`config.mk`:
```
export PLATFORM = sky130hd
export DESIGN_NAME = pipeline_ctrl
export DESIGN_NICKNAME = d
export VERILOG_FILES = /design/src/rtl/pipeline_ctrl_pkg.sv /design/src/rtl/pipeline_ctrl_sat_counter.sv /design/src/rtl/pipeline_ctrl.sv
export SDC_FILE = /design/constraint.sdc
export NUM_CORES = 1
export LEC_CHECK = 0
export CORE_AREA = 2 2 39 41
export CTS_BUF_LIST = sky130_fd_sc_hd__clkbuf_8
export CTS_CLUSTER_DIAMETER = 50
export DETAILED_ROUTE_END_ITERATION = 7
export DIE_AREA = 0 0 41 43
export SKIP_LAST_GASP = 1
export SLEW_MARGIN = 20
export SYNTH_ARGS = -nofsm -noshare
export SYNTH_HDL_FRONTEND = slang
export SYNTH_HIERARCHICAL = 1
export SYNTH_SLANG_ARGS = --single-unit
```
`constraint.sdc`:
```
create_clock -name clk -period 1.2 [get_ports clk]
set_input_delay 0.36 -clock clk [delete_from_list [all_inputs] [get_ports clk]]
set_output_delay 0.36 -clock clk [all_outputs]
set_load 0.005 [all_outputs]
```
`src/rtl/pipeline_ctrl_pkg.sv`:
```
// Shared definitions for the pipeline control slice: FSM state encodings,
// the HLT opcode, the NOP instruction word, and the per-cycle control bundle
// that the controller drives onto the pipeline registers.
package pipeline_ctrl_pkg;

  localparam int unsigned STATE_W = 2;
  localparam int unsigned OPC_W   = 4;
  localparam int unsigned INSTR_W = 16;

  // FSM state encodings (kept as plain constants for legacy compatibility)
  localparam logic [STATE_W-1:0] PC_RUN    = 2'd0;
  localparam logic [STATE_W-1:0] PC_DRAIN  = 2'd1;
  localparam logic [STATE_W-1:0] PC_HALTED = 2'd2;

  localparam logic [OPC_W-1:0]   OPC_HLT   = 4'b1111;
  localparam logic [INSTR_W-1:0] NOP_INSTR = 16'h0000;

  // Per-cycle enables for PC and the four pipeline registers
  typedef struct packed {
    logic pc_we;
    logic fd_we;
    logic fd_flush;
    logic dx_we;
    logic dx_bubble;
    logic xm_we;
    logic mw_we;
  } ctrl_t;

  // Every write enable set to en, no flush, no bubble
  function automatic ctrl_t ctrl_all_we(input logic en);
    ctrl_t c;
    c           = '0;
    c.pc_we     = en;
    c.fd_we     = en;
    c.dx_we     = en;
    c.xm_we     = en;
    c.mw_we     = en;
    return c;
  endfunction

endpackage

```
`src/rtl/pipeline_ctrl_sat_counter.sv`:
```
// Saturating up-counter used for the pipeline performance counters.
// Ports: clk, rst_n (async active-low clear), inc (count this edge),
//        clear (synchronous clear), count (current value, holds at all-ones).
module pipeline_ctrl_sat_counter #(
  parameter int unsigned CNT_W = 16
) (
  input  logic             clk,
  input  logic             rst_n,
  input  logic             inc,
  input  logic             clear,
  output logic [CNT_W-1:0] count
);

  // Saturating increment; synchronous clear wins over increment
  always_ff @(posedge clk or negedge rst_n) begin
    if (!rst_n) begin
      count <= '0;
    end else if (clear) begin
      count <= '0;
    end else if (inc && (count != {CNT_W{1'b1}})) begin
      count <= count + CNT_W'(1);
    end
  end

endmodule

```
`src/rtl/pipeline_ctrl.sv`:
```
// Pipeline controller: turns hazard-unit stalls, ID-stage branch/halt decode
// and data-memory busy into PC / pipeline-register enables, IF/ID flush and
// ID/EX bubble insertion. A HLT drains EX/MEM/WB, then parks the core until
// reset.
// Ports:
//   clk, rst_n                      clock, async active-low reset
//   stall_sig, fd_branchtaken,
//   fd_halt, dmem_busy              control inputs
//   pc_we, fd_we, fd_flush, dx_we,
//   dx_bubble, xm_we, mw_we         combinational enables (zero in reset)
//   halted                          registered park indication
//   stall_cycles, flush_cycles      perf counters (PIPE_PERF_CNT_EN only)
// Build option: define PIPE_PERF_CNT_EN to add the saturating perf counters.
module pipeline_ctrl
  import pipeline_ctrl_pkg::*;
#(
  parameter int unsigned DRAIN_CYCLES = 3
`ifdef PIPE_PERF_CNT_EN
  ,
  parameter int unsigned CNT_W        = 16
`endif
) (
  input  logic             clk,
  input  logic             rst_n,
  input  logic             stall_sig,
  input  logic             fd_branchtaken,
  input  logic             fd_halt,
  input  logic             dmem_busy,
  output logic             pc_we,
  output logic             fd_we,
  output logic             fd_flush,
  output logic             dx_we,
  output logic             dx_bubble,
  output logic             xm_we,
  output logic             mw_we,
  output logic             halted
`ifdef PIPE_PERF_CNT_EN
  ,
  output logic [CNT_W-1:0] stall_cycles,
  output logic [CNT_W-1:0] flush_cycles
`endif
);

  localparam int unsigned DCNT_W = (DRAIN_CYCLES > 1) ? $clog2(DRAIN_CYCLES) : 1;
  localparam logic [DCNT_W-1:0] DRAIN_LAST = DCNT_W'(DRAIN_CYCLES - 1);

  logic [STATE_W-1:0] state_q, state_d;
  logic [DCNT_W-1:0]  cnt_q, cnt_d;
  logic               halted_q;
  ctrl_t              ctrl_c;
  logic               stall_hon_c;

  // State, drain counter and registered halted flag
  always_ff @(posedge clk or negedge rst_n) begin
    if (!rst_n) begin
      state_q  <= PC_RUN;
      cnt_q    <= '0;
      halted_q <= 1'b0;
    end else begin
      state_q  <= state_d;
      cnt_q    <= cnt_d;
      halted_q <= (state_d == PC_HALTED);
    end
  end

  // Next state and combinational enables; everything low while in reset
  always_comb begin
    state_d     = state_q;
    cnt_d       = cnt_q;
    ctrl_c      = '0;
    stall_hon_c = 1'b0;
    if (rst_n) begin
      case (state_q)
        PC_RUN: begin
          if (dmem_busy) begin
            ctrl_c = '0;
          end else if (stall_sig) begin
            // Hold PC and IF/ID, push a bubble into EX
            ctrl_c           = ctrl_all_we(1'b1);
            ctrl_c.pc_we     = 1'b0;
            ctrl_c.fd_we     = 1'b0;
            ctrl_c.dx_bubble = 1'b1;
            stall_hon_c      = 1'b1;
          end else if (fd_branchtaken) begin
            ctrl_c          = ctrl_all_we(1'b1);
            ctrl_c.fd_flush = 1'b1;
          end else if (fd_halt) begin
            // HLT moves on to EX; nothing behind it is fetched
            ctrl_c          = ctrl_all_we(1'b1);
            ctrl_c.pc_we    = 1'b0;
            ctrl_c.fd_flush = 1'b1;
            state_d         = PC_DRAIN;
            cnt_d           = '0;
          end else begin
            ctrl_c = ctrl_all_we(1'b1);
          end
        end
        PC_DRAIN: begin
          // Feed NOPs from ID while EX/MEM/WB empty out; the ID/EX load also
          // waits on memory so the instruction in EX is not overwritten
          ctrl_c.fd_flush  = 1'b1;
          ctrl_c.dx_bubble = 1'b1;
          ctrl_c.dx_we     = !dmem_busy;
          ctrl_c.xm_we     = !dmem_busy;
          ctrl_c.mw_we     = !dmem_busy;
          if (!dmem_busy) begin
            if (cnt_q == DRAIN_LAST) begin
              state_d = PC_HALTED;
              cnt_d   = '0;
            end else begin
              cnt_d = cnt_q + DCNT_W'(1);
            end
          end
        end
        PC_HALTED: begin
          ctrl_c = '0;
        end
        default: begin
          state_d = PC_RUN;
          cnt_d   = '0;
        end
      endcase
    end
  end

  assign pc_we     = ctrl_c.pc_we;
  assign fd_we     = ctrl_c.fd_we;
  assign fd_flush  = ctrl_c.fd_flush;
  assign dx_we     = ctrl_c.dx_we;
  assign dx_bubble = ctrl_c.dx_bubble;
  assign xm_we     = ctrl_c.xm_we;
  assign mw_we     = ctrl_c.mw_we;
  assign halted    = halted_q;

`ifdef PIPE_PERF_CNT_EN
  // Counts edges where a stall was honoured / IF/ID was flushed
  pipeline_ctrl_sat_counter #(.CNT_W(CNT_W)) u_stall_cnt (
    .clk   (clk),
    .rst_n (rst_n),
    .inc   (stall_hon_c),
    .clear (1'b0),
    .count (stall_cycles)
  );

  pipeline_ctrl_sat_counter #(.CNT_W(CNT_W)) u_flush_cnt (
    .clk   (clk),
    .rst_n (rst_n),
    .inc   (ctrl_c.fd_flush),
    .clear (1'b0),
    .count (flush_cycles)
  );
`else
  logic unused_c;
  assign unused_c = stall_hon_c;
`endif

endmodule

```
## Word level (Yosys, flattened, before mapping)

Index checks and enable logic that the tools add are counted.

| word-level totals | value |
|---|---|
| register bits | 5 |
| input bits | 6 |
| output and inout port bits | 8 |

| cells by class | value |
|---|---|
| equal/unequal tests | 9 |
| mux-type cells | 22 |
| bitwise operators | 1 |
| add/sub/neg operators | 1 |
| reduce and logical (&&, ||, !) cells | 3 |

Operator list:

| operator | number |
|---|---|
| 7-bit two-way mux | 5 |
| 2-bit two-way mux | 14 |
| 2-bit one-hot mux with 3 select lines | 2 |
| 2-bit inequality test (second input constant) | 5 |
| 5-bit one-hot mux with 2 select lines | 1 |
| 7-bit AND reduction | 1 |
| 2-bit equality test (second input constant) | 3 |
| 2-bit by 1-bit adder with 2-bit output (second input constant) | 1 |
| 2-bit by 1-bit equality test with 1-bit output (second input constant) | 1 |
| 2-bit zero test | 1 |
| 1-bit zero test | 1 |
| 1-bit inverter | 1 |

## Logic depth before layout (Yosys ltp)

| depth | value |
|---|---|
| depth in word-level cells | 7 |
| depth in mapped cells | 4 |
| gate-level depth less buffers | 3 |

## Least setup slack after synthesis

OpenSTA, ideal clock, no wires.

| timing | value |
|---|---|
| path kind | register to output |
| from | register state_q[1] |
| to | output port mw_we |
| path slack | 1 ps |
| required time | 840 ps |
| data arrival time | 839 ps |
| cell stages (with the launch flop) | 5 |
| cells stage by stage | dfrtp_1 > inv_1 > nand2_1 > nor2_1 > buf_4 |

| on the way | value |
|---|---|
| longest elaborated chain between the ends | 3 |
| elaborated cells between the ends (all ways) | 4 |
| classes of those cells | eq/ne (1); mux (2); reduce/logical (1) |

RTL lines:

| element | RTL line | RTL |
|---|---|---|
| start, declared | pipeline_ctrl.sv:47 | `logic [STATE_W-1:0] state_q, state_d;` |
| start signal, assigned | pipeline_ctrl.sv:60 | `state_q <= state_d;` |
| 2-bit by 1-bit equality test with 1-bit output / 2-bit zero test (equally long branches) | pipeline_ctrl.sv:73 | `case (state_q)` |
| 5-bit one-hot mux with 2 select lines (*) | pipeline_ctrl.sv:73 |  |
| 7-bit two-way mux (*) | pipeline_ctrl.sv:72 | `if (rst_n) begin` |
| end, declared | pipeline_ctrl.sv:35 | `output logic mw_we,` |

Mark *: on every way between the ends. The rest lies on a longest branch, timed or not.

## Worst setup path after layout

| timing | value |
|---|---|
| from | register state_q[1] |
| to | output port dx_we |

| on the way | value |
|---|---|
| longest elaborated chain between the ends | 3 |
| elaborated cells between the ends (all ways) | 4 |
| classes of those cells | eq/ne (1); mux (2); reduce/logical (1) |

RTL lines:

| element | RTL line | RTL |
|---|---|---|
| 2-bit by 1-bit equality test with 1-bit output / 2-bit zero test (equally long branches) | pipeline_ctrl.sv:73 |  |
| 5-bit one-hot mux with 2 select lines (*) | pipeline_ctrl.sv:73 |  |
| 7-bit two-way mux (*) | pipeline_ctrl.sv:72 |  |
| end, declared | pipeline_ctrl.sv:32 | `output logic dx_we,` |

Marked as above.

==> flow_metrics.tcl <==
set metrics [dict create \
    core_area_sq_um 1380 \
    routedWlPerCell_um 10.3 \
    tns_ns -1.91 \
    ctsHtreeMaxLevel 1 \
    met3_usage_pct 0 \
    violations "setup timing" \
    synth_flop_cell "dfrtp_1" \
    finish.instance_area_sq_um 619 \
    ys_seq_elements 5 \
    met2_usage_pct 16.9 \
    dp_slack_ns -0.967 \
    fin_crit_ns 1.48 \
    fin_skew_ns 0.000696 \
    grt_max_degree 10 \
    wirelength_um 851 \
    drt_iter0_drc 0 \
    power.leakage_nw 0.317 \
    drc_errors 0 \
    met1_usage_pct 14.7 \
    fin_crit_sh_pct 123 \
    cts_buffers 3 \
    grt_setup_unrepaired "true" \
    cp-end-kind "output pin" \
    synth-seq-area-share_pct 38.5 \
    cap_viol_max_count 0 \
    dp.cells 74 \
    criticalPathCategory "flip-flop to output pin" \
    async_flop_share_pct 100 \
    die_area_sq_um 1760 \
    fin_util_pct 44.8 \
    antenna_cells 0 \
    clk_latency_ns 0.22 \
    slew_headroom_pct 88.8 \
    layout.cells.non_filler 83 \
    first_pass_iters 1 \
    row_count 14 \
    ctsHoldBuffers 0 \
    yosys.cell_types.count 19 \
    final_antenna_net_count 0 \
    grt_usage_pct 11.5 \
    setup_violations 9 \
    holdWs_ns 0.301 \
    synth_area_leader_cell "dfrtp_1" \
    syn_area_per_cell_sq_um 8.79 \
    yosys_warnings 6 \
    crit_fanout 3 \
    drive_gt1_share_pct 53.7 \
    fmax_ghz 0.677 \
    antenna_found_initial 0 \
    die_width_um 41 \
    slew_viol_final 0 \
    syn-num-nets 43 \
    setup_ws_ns -0.278 \
    busiest_layer "met2" \
    portBuffers 13 \
    synthTopCellsByCount "dfrtp_1 (5), o21ai_0 (4), inv_1 (3), nor2_1 (3)" \
    grt_pass1_vias 361 \
    synth_edf_count 0 \
    setup.worst_path.start "state_q[1]" \
    start_util_pct 23.5 \
    synth_most_common_cell "dfrtp_1" \
    io_pins 14 \
    finalNetCount 74 \
    p_per_area_nw_per_um2 848 \
    vias 362 \
    overflow 0 \
    gp_congestion 0.729 \
    reg2reg_from "state_q[1]" \
    vias_per_cell 4.36 \
    clock-root-buffer "clkbuf_8" \
    critPathRequiredTime_ns 0.84 \
    place_area_sq_um 536 \
    ir_drop_mv 0.260 \
    cts_buffer_depth 2 \
    hold_path.class "input port to asynchronous set/reset pin" \
    status "finished with violations" \
    synth_top_cell_area_share_pct 38.5 \
    syn_to_final_growth_pct 90.4 \
    synth_area_sq_um 325 \
    hold_viol 0 \
    grt_pass1_wl_um 1370 \
    cp.arrival_ns 1.12 \
    tightestPinTransition_ns 0.166 \
    die_h_um 43 \
    synth_area_leaders "dfrtp_1 (38%), o21ai_0 (6.2%), a41oi_1 (5.4%)" \
    cts_tree "done" \
    synth_cells 37 \
    cts.clk_slew.worst_paths_ns 0.04 \
    post-dp-hpwl_um 607 \
    startpoint_type "flip-flop" \
    cts.sinks 5 \
    finalPower_mw 0.525 \
]
[critical path, cell delays in order (launching register included)]
cell and delay, ns:
dfrtp_1 0.40, buf_4 0.16, inv_4 0.05, nand2_4 0.07, nor2_4 0.11, buf_2 0.12
[layer usage]
metal / wire length (um) / part of all wire [%] / up-vias
met2: 411 / 48 / 12
met1: 389 / 46 / 160
li1: - / - / 190
met4: 0 / 0 / 0
met3: 49 / 5.8 / 0
met5: 0 / 0 / -
[layout by cell type (no fill, tap or decap), drive strengths merged]
cell type / netlist / layout
dfrtp: 5 / 5
a31oi: 2 / 2
o21ai: 4 / 4
a22o: 1 / 1
nand2: 1 / 1
clkbuf: 0 / 3
and3: 1 / 1
and2b: 2 / 2
buf: 2 / 23
nor2: 3 / 3
dlygate4sd2: 0 / 2
nor2b: 2 / 2
and2: 2 / 2
inv: 3 / 4
nand4b: 1 / 1
a21oi: 2 / 2
nor3b: 1 / 1
clkdlybuf4s15: 0 / 3
nand2b: 2 / 2
a41oi: 2 / 2
a21o: 1 / 1
[logic make-up (layout without fill, tap and decap cells)]
kind of cell	count (synthesis)	after routing	share of synthesized area [%]
DFF	5	5	38.5
buffers and inverters	5	35	8.08
AOI/OAI and AO/OA	12	12	23.5
and+or+nand+nor	15	15	30.0
[worst paths after layout]
path / to / slack [ns] / depth (start not counted)
setup / recovery: dx_we / -0.28 / 5
hold / removal: halted / 0.30 / 3
setup reg to reg: cnt_q[0] / -0.06 / 5
hold reg to reg: cnt_q[1] / 0.53 / 1
max in group asynchronous: cnt_q[1] / 0.77 / 3
min in group clk: cnt_q[1] / 0.53 / 1
[where the power goes]
group          internal [mW]  switching (mW)
clock                  0.219          0.0809
combinational         0.0318          0.0238
sequential             0.170               0
total                  0.421           0.105
[sequential cells by signal, indices dropped and copies added, names as in the netlist]
register and count:
halted 1, state_q 2, cnt_q 2
[layout make-up]
cell class                      instances  area (sq um)
Inverter                                3          13.8
Clock buffer                            3          41.3
Tap cell                               16          20.0
Multi-Input combinational cell         27           211
Sequential cell                         5           125
Clock inverter                          1          3.75
Fill cell                             153           764
Timing Repair Buffer                   28           204
[repair_timing]
item | in CTS | in global routing
endpoints found under the setup margin | 12 | 13
gates cloned | 0 | 0
endpoints found under the hold margin | 0 | 0
pin swaps | 7 | 6
resized for setup | 49 | 8
setup buffers | 11 | 1
(Power assumes the default switching activity.)
